--- src/rtl/bcd_countdown_timer.sv ---
`default_nettype none
// +------------------------------------------------------------------------+
// | bcd_countdown_timer: loadable multi-digit BCD down-counter with        |
// | start/pause/expire control.                          Rev 1.0           |
// +------------------------------------------------------------------------+
module bcd_countdown_timer #(
  parameter  int NUM_DIGITS = 4,
  localparam int WIDTH      = 4 * NUM_DIGITS
) (
  input  logic             clk,
  input  logic             rst,
  input  logic             load,
  input  logic [WIDTH-1:0] load_val,
  input  logic             start,
  input  logic             pause,
  input  logic             tick,
  output logic [WIDTH-1:0] count,
  output logic [1:0]       state,
  output logic             done,
  output logic             clamped
);

  typedef enum logic [1:0] {
    S_IDLE    = 2'd0,
    S_RUNNING = 2'd1,
    S_PAUSED  = 2'd2,
    S_EXPIRED = 2'd3
  } state_t;

  state_t           state_q, state_d;
  logic [WIDTH-1:0] count_q, count_d;
  logic             done_q, done_d;
  logic             clamped_q, clamped_d;

  logic [WIDTH-1:0]      w_load_sat;
  logic [NUM_DIGITS-1:0] w_digit_over;
  logic [WIDTH-1:0]      w_dec;

  // Saturate each incoming digit so the count can never hold a non-BCD value.
  for (genvar g = 0; g < NUM_DIGITS; g++) begin : g_clamp
    assign w_digit_over[g]      = (load_val[4*g +: 4] > 4'd9);
    assign w_load_sat[4*g +: 4] = w_digit_over[g] ? 4'd9 : load_val[4*g +: 4];
  end

  always_comb begin
    logic       borrow;
    logic [3:0] digit;
    w_dec  = count_q;
    borrow = 1'b1;
    for (int i = 0; i < NUM_DIGITS; i++) begin
      digit = count_q[4*i +: 4];
      if (borrow) begin
        if (digit == 4'd0) begin
          w_dec[4*i +: 4] = 4'd9;
        end else begin
          w_dec[4*i +: 4] = digit - 4'd1;
          borrow          = 1'b0;
        end
      end
    end
  end

  always_ff @(posedge clk) begin
    if (!rst) begin
      state_q   <= S_IDLE;
      count_q   <= '0;
      done_q    <= 1'b0;
      clamped_q <= 1'b0;
    end else begin
      state_q   <= state_d;
      count_q   <= count_d;
      done_q    <= done_d;
      clamped_q <= clamped_d;
    end
  end

  always_comb begin
    state_d   = state_q;
    count_d   = count_q;
    done_d    = 1'b0;
    clamped_d = 1'b0;
    if (load) begin
      count_d   = w_load_sat;
      clamped_d = |w_digit_over;
      state_d   = S_IDLE;
    end else begin
      unique case (state_q)
        S_IDLE: begin
          if (!pause && start && (count_q != '0)) begin
            state_d = S_RUNNING;
          end
        end
        S_RUNNING: begin
          // A zero count here would otherwise wrap to all nines.
          if (count_q == '0) begin
            state_d = S_EXPIRED;
          end else if (pause) begin
            state_d = S_PAUSED;
          end else if (tick) begin
            count_d = w_dec;
            if (w_dec == '0) begin
              state_d = S_EXPIRED;
              done_d  = 1'b1;
            end
          end
        end
        S_PAUSED: begin
          if (!pause && start) begin
            state_d = S_RUNNING;
          end
        end
        S_EXPIRED: begin
          count_d = '0;
        end
        default: begin
          state_d = S_IDLE;
        end
      endcase
    end
  end

  assign count   = count_q;
  assign state   = state_q;
  assign done    = done_q;
  assign clamped = clamped_q;

endmodule
`default_nettype wire

--- config.mk ---
export PLATFORM = sky130hd
export DESIGN_NAME = bcd_countdown_timer
export DESIGN_NICKNAME = d
export VERILOG_FILES = /design/src/rtl/bcd_countdown_timer.sv
export SDC_FILE = /design/constraint.sdc
export NUM_CORES = 1
export LEC_CHECK = 0
export CORE_UTILIZATION = 35
export CTS_BUF_LIST = sky130_fd_sc_hd__clkbuf_16
export CTS_CLUSTER_DIAMETER = 80
export DETAILED_ROUTE_END_ITERATION = 8
export HOLD_SLACK_MARGIN = 0.05
export PLACE_DENSITY = 0.7
export RECOVER_POWER = 50
export SYNTH_ARGS = -nofsm -noshare
export SYNTH_HDL_FRONTEND = slang
export SYNTH_SLANG_ARGS = --single-unit
--- constraint.sdc ---
create_clock -name clk -period 2.4 [get_ports clk]
set_input_delay 0.48 -clock clk [delete_from_list [all_inputs] [get_ports clk]]
set_output_delay 0.48 -clock clk [all_outputs]
set_load 0.02 [all_outputs]
==> results of run 1 <==
[cells in the final DEF, fill, tap and decap left out, drive strengths merged, types with 4 or more instances in the layout]
cell type	netlist	layout
nor2	8	8
a31oi	5	5
a21oi	12	12
o21ai	23	23
a31o	4	4
buf	6	7
nand2	19	19
ha	4	4
o21a	5	5
dlygate4sd3	0	18
nor2b	7	7
inv	4	4
nand4	4	4
dfxtp	20	20
clkdlybuf4s50	0	23
nor4	7	7
clkbuf	5	4
[worst max path at each step]
stage / startpoint / end / slack (ns) / depth (start not counted)
final: count[0]$_SDFFE_PN0P_ / count[6]$_SDFFE_PN0P_ / 0.33 / 5
after global placement: load / count[7]$_SDFFE_PN0P_ / 0.37 / 6
after detailed placement: count[0]$_SDFFE_PN0P_ / count[6]$_SDFFE_PN0P_ / 0.35 / 5
after global routing: rst / count[9]$_SDFFE_PN0P_ / 0.20 / 4
after CTS: count[0]$_SDFFE_PN0P_ / count[6]$_SDFFE_PN0P_ / 0.34 / 5
after floorplan: count[0]$_SDFFE_PN0P_ / count[6]$_SDFFE_PN0P_ / 0.36 / 7
[where the power goes]
part	total, µW	internal [µW]	leakage [µW]	switching (µW)
logic	339	162	0.000543	177
registers	403	359	0.000165	43.3
clock network	340	220	0.0000370	121
[cell type report]
type                       count  area (µm²)  share of cell area (%)
inverter                       4        15.0                   0.784
sequential                    20         400                    20.9
timing repair buffer          49         467                    24.4
tap                           48        60.1                    3.14
clock buffer                   3        75.1                    3.92
multi-input combinational    141         897                    46.9
[worst max-delay path: stages (launching register included)]
cell     delay (ns)
dfxtp_1        0.38
or4_1          0.64
nor3_1         0.32
mux2_2         0.38
a32oi_1        0.15
a21oi_1        0.08
[state kept, by name, summed over array words and instances (netlist names)]
register  flops
count        16
done          1
clamped       1
state         2
[Yosys cell counts (3+ instances only)]
library cell   n
clkbuf_1       5
a31oi_1        5
nor2b_1        7
nand2_1       19
o31ai_1        3
ha_1           4
a21boi_0       3
buf_2          4
dfxtp_1       20
inv_1          4
nand3_1        3
nor2_1         8
nor3_1         3
o21ai_0       21
o211a_1        3
mux2_2         3
a21oi_1       12
o21a_1         5
nor4_1         5
nand4_1        4
a31o_2         4
a22oi_1        3
[logic make-up (layout without fill, tap and decap cells)]
kind of cell	after synthesis	after routing	synth area share, %
AOI/OAI and AO/OA	72	72	34.4
and+or+nand+nor	62	62	24.6
DFF	20	20	29.3
buffers and inverters	15	56	5.58
adders and majority gates	4	4	3.66
muxes	3	3	2.47
[through the flow]
stage               power, µW  util [%]  worst slack (ns)  hold WS (ns)  instance area, µm²
floorplan                 611         -             0.360         0.569                1370
global placement          752      49.6             0.372         0.530                1840
detailed placement        754      49.6             0.351         0.533                1840
CTS                      1100      51.6             0.344         0.546                1920
global route             1140      51.5             0.201         0.576                1910
finish                   1080      51.5             0.330         0.544                1910
[layer usage]
metal	up-vias	part of all wire, %	GRT usage (%)
met5	-	0	0
met4	0	1.4	5.83
met3	6	5.2	4.05
met2	46	45	29.7
met1	643	49	26.6
li1	753	-	-
==> impl_metrics.json, run 1 <==
{
  "status": "finished clean",
  "grt-ovfl-total": 0,
  "rows": 22,
  "syn_nets": 202,
  "clk_path_buf_depth": 2,
  "worstReg2RegEnd": "count[6]$_SDFFE_PN0P_",
  "first_global_vias": 1391,
  "finalNonFillerCells": 265,
  "dp.cells": 262,
  "holdPathStages": 2,
  "rrSetupSlack_ns": 0.33,
  "dieArea_um2": 4160,
  "cp-start-kind": "flop",
  "syn_to_final_growth_pct": 40.0,
  "r2r_cells": 5,
  "relSlewSlack_pct": 44.4,
  "slew_violations": 0,
  "yosys.area.top_type": "dfxtp_1",
  "start_util_pct": 36.8,
  "track_usage_pct": 19.3,
  "synth_area_leaders": "dfxtp_1, o21ai_0, nand2_1",
  "synth.distinct_cells": 42,
  "period_share_pct": 86.2,
  "antenna_found_initial": 0,
  "rsz0062_at_grt": "no",
  "postSynthAreaPerCell_um2": 7.77,
  "setup_viol": 0,
  "min_period_ns": 2.07,
  "critPathMaxFanout": 10,
  "routed_wl_um": 3670,
  "drt_iter0_drc": 136,
  "finalClockSkew_ns": 0.00229,
  "die_h_um": 64.5,
  "vias_per_cell": 5.46,
  "num_io_pins": 42,
  "critPathRequiredTime_ns": 2.53,
  "worstPathArrival_ns": 2.20,
  "via_count": 1448,
  "tightest_slew_ns": 0.834,
  "timing.setup.tns_ns": 0,
  "ys.flop_type": "dfxtp_1",
  "p_leak_uw": 0.000745,
  "fin_nets": 245,
  "drv_cap": 0,
  "cp-end-kind": "flop",
  "wire_per_inst_um": 13.8,
  "hold_class": "flop to flop",
  "r2r_start": "count[0]$_SDFFE_PN0P_",
  "ctsResizeCount": 0,
  "numPortBuffers": 41,
  "synth-seq-cells": 20,
  "dpl.hpwl_um": 2690,
  "layout-drive-gt1-share_pct": 10.6,
  "drcViolationCount": 0,
  "gp_congestion": 0.846,
  "ir_worst_vdd_uv": 281,
  "syn_area_um2": 1370,
  "coreArea_um2": 3720,
  "grt_max_degree": 22,
  "num_antenna_cells": 0,
  "synth_edf_count": 0,
  "grt_pass1_wl_um": 6450,
  "htree_levels": 1,
  "synth_top_area_share_pct": 29.3,
  "min_delay_worst_endpoint": "count[12]$_SDFFE_PN0P_",
  "power_density_nw_per_um2": 565,
  "ant_nets": 0,
  "clk_pin_slew_ns": 0.06,
  "crit_type": "flop to flop",
  "synthArstFlopShare_pct": 0,
  "die_w_um": 64.5,
  "drt_first_pass_iters": 4,
  "ys_warn_count": 0,
  "clk_latency_ns": 0.25,
  "fill_cells": 370,
  "cts_sinks": 20,
  "maxClockFrequency_mhz": 483,
  "root_buffer": "clkbuf_16",
  "cts_tree": "done",
  "numCtsBuffers": 3,
  "ys_seq_area_share_pct": 29.3,
  "post_cts_buffers": 0,
  "ctsHoldBuffers": 0,
  "hold_path_startpoint": "count[12]$_SDFFE_PN0P_",
  "hold_violations": 0,
  "synthCells": 176
}
(Power assumes the default switching activity.)
==> inputs of run 2 (changes only) <==
--- a/config.mk
+++ b/config.mk
@@ -6,9 +6,10 @@
 export NUM_CORES = 1
 export LEC_CHECK = 0
 export CORE_UTILIZATION = 35
-export CTS_BUF_LIST = sky130_fd_sc_hd__clkbuf_16
+export CTS_BUF_LIST = sky130_fd_sc_hd__clkbuf_4 sky130_fd_sc_hd__clkbuf_8
 export CTS_CLUSTER_DIAMETER = 80
 export DETAILED_ROUTE_END_ITERATION = 8
+export GPL_TIMING_DRIVEN = 0
 export HOLD_SLACK_MARGIN = 0.05
 export PLACE_DENSITY = 0.7
 export RECOVER_POWER = 50
==> impl_metrics.json, run 2 (synthesis results as in run 1) <==
{
  "largest_register_ffs": 16,
  "track_usage_pct": 20.4,
  "drv_cap": 0,
  "routed_wl_um": 3880,
  "relSlewSlack_pct": 60.3,
  "layout-drive-gt1-share_pct": 9.13,
  "dieArea_um2": 4160,
  "vias_per_cell": 5.70,
  "clk_pin_slew_ns": 0.08,
  "first_global_vias": 1400,
  "grt_busiest_layer": "met2",
  "numCtsBuffers": 3,
  "via_count": 1523,
  "grt_max_degree": 11,
  "final_common_cell": "clkdlybuf4s50_1",
  "slew_violations": 0,
  "holdPathStages": 2,
  "critPathMaxFanout": 10,
  "use_met2_pct": 31.4,
  "worstPathArrival_ns": 2.33,
  "rsz0062_at_grt": "no",
  "r2r_cells": 5,
  "min_delay_worst_endpoint": "count[12]$_SDFFE_PN0P_",
  "finalNonFillerCells": 267,
  "fin_nets": 247,
  "tightest_slew_ns": 0.590,
  "root_buffer": "clkbuf_8",
  "ctsResizeCount": 0,
  "worstReg2RegEnd": "count[2]$_SDFFE_PN0P_",
  "post_cts_buffers": 0,
  "clk_latency_ns": 0.26,
  "cts_tree": "done",
  "rows": 22,
  "die_h_um": 64.5,
  "coreArea_um2": 3720,
  "die_w_um": 64.5,
  "gp_congestion": 0.869,
  "hold_path_startpoint": "count[12]$_SDFFE_PN0P_",
  "grt_util_met1_pct": 29.4,
  "hold_class": "flop to flop",
  "power_density_nw_per_um2": 517,
  "dpl.hpwl_um": 2850,
  "whs_ns": 0.538,
  "ant_nets": 0,
  "htree_levels": 1,
  "grt-ovfl-total": 0,
  "num_io_pins": 42,
  "wire_per_inst_um": 14.5,
  "maxClockFrequency_mhz": 457,
  "period_share_pct": 91.1,
  "r2r_start": "count[4]$_SDFFE_PN0P_",
  "cp-end-kind": "flop",
  "cts_sinks": 20,
  "use_met3_pct": 2.99,
  "drt_first_pass_iters": 5,
  "timing.setup.tns_ns": 0,
  "cp-start-kind": "flop",
  "p_leak_uw": 0.000718,
  "finalClockSkew_ns": 0.0111,
  "status": "finished clean",
  "rrSetupSlack_ns": 0.21,
  "hold_violations": 0,
  "critPathRequiredTime_ns": 2.55,
  "min_period_ns": 2.19,
  "num_antenna_cells": 0,
  "drt_iter0_drc": 111,
  "ir_worst_vdd_uv": 180,
  "grt_pass1_wl_um": 6690,
  "dp.cells": 264,
  "ctsHoldBuffers": 0,
  "numPortBuffers": 40,
  "drcViolationCount": 0,
  "start_util_pct": 36.8,
  "crit_type": "flop to flop",
  "final_cell_mix": "clkdlybuf4s50_1, o21ai_0, dfxtp_1",
  "syn_to_final_growth_pct": 36.1,
  "clk_path_buf_depth": 2,
  "antenna_found_initial": 0,
  "setup_viol": 0
}
run 2: layout make-up:
class	instances	area [µm²]
well taps	48	60.1
repair buffers	40	400
clock buffers	3	41.3
plain buffers	11	53.8
fillers	381	1850
inverters	4	15.0
flip-flops and latches	20	400
multi-input cells	141	891
run 2: how the worst max path moves through the flow:
stage,from,end,cells past startpoint,slack [ns]
floorplan,count[0]$_SDFFE_PN0P_,count[6]$_SDFFE_PN0P_,7,0.36
global placement,load,count[7]$_SDFFE_PN0P_,6,0.21
detailed placement,load,count[7]$_SDFFE_PN0P_,6,0.22
CTS,count[4]$_SDFFE_PN0P_,count[2]$_SDFFE_PN0P_,5,0.27
global route,load,count[0]$_SDFFE_PN0P_,6,0.08
finish,count[4]$_SDFFE_PN0P_,count[2]$_SDFFE_PN0P_,5,0.21
run 2: worst max-delay path, cell delays in order (launching register included):
cell and delay, ns:
dfxtp_1 0.38, nor4_2 0.59, and4_1 0.33, a31oi_1 0.14, clkbuf_1 0.33, o211a_1 0.30
run 2: per-stage QoR:
| stage | utilization [%] | power (µW) | setup slack, ns | area [µm²] |
|---|---|---|---|---|
| floorplan | - | 611 | 0.360 | 1370 |
| global placement | 49.2 | 749 | 0.209 | 1830 |
| detailed placement | 49.2 | 749 | 0.215 | 1830 |
| CTS | 50.3 | 973 | 0.273 | 1870 |
| global route | 50.1 | 1020 | 0.0797 | 1860 |
| finish | 50.1 | 962 | 0.214 | 1860 |
run 2: per-layer routing:
metal | wire length, µm | part of all wire [%] | vias to the layer above
li1 | - | - | 761
met1 | 1860 | 48 | 691
met2 | 1730 | 45 | 65
met3 | 263 | 6.8 | 6
met4 | 28 | 0.72 | 0
met5 | 0 | 0 | -
run 2: power breakdown:
group,switching (µW),internal (µW)
clock network,114,112
logic,180,156
registers,41.0,359
==> inputs of run 3 (changes only) <==
--- a/config.mk
+++ b/config.mk
@@ -5,6 +5,7 @@
 export SDC_FILE = /design/constraint.sdc
 export NUM_CORES = 1
 export LEC_CHECK = 0
+export CORE_MARGIN = 1
 export CORE_UTILIZATION = 35
 export CTS_BUF_LIST = sky130_fd_sc_hd__clkbuf_4 sky130_fd_sc_hd__clkbuf_8
 export CTS_CLUSTER_DIAMETER = 80
==> results of run 3 <==
No change in the layout: final DEF, timing and power equal those of run 2.
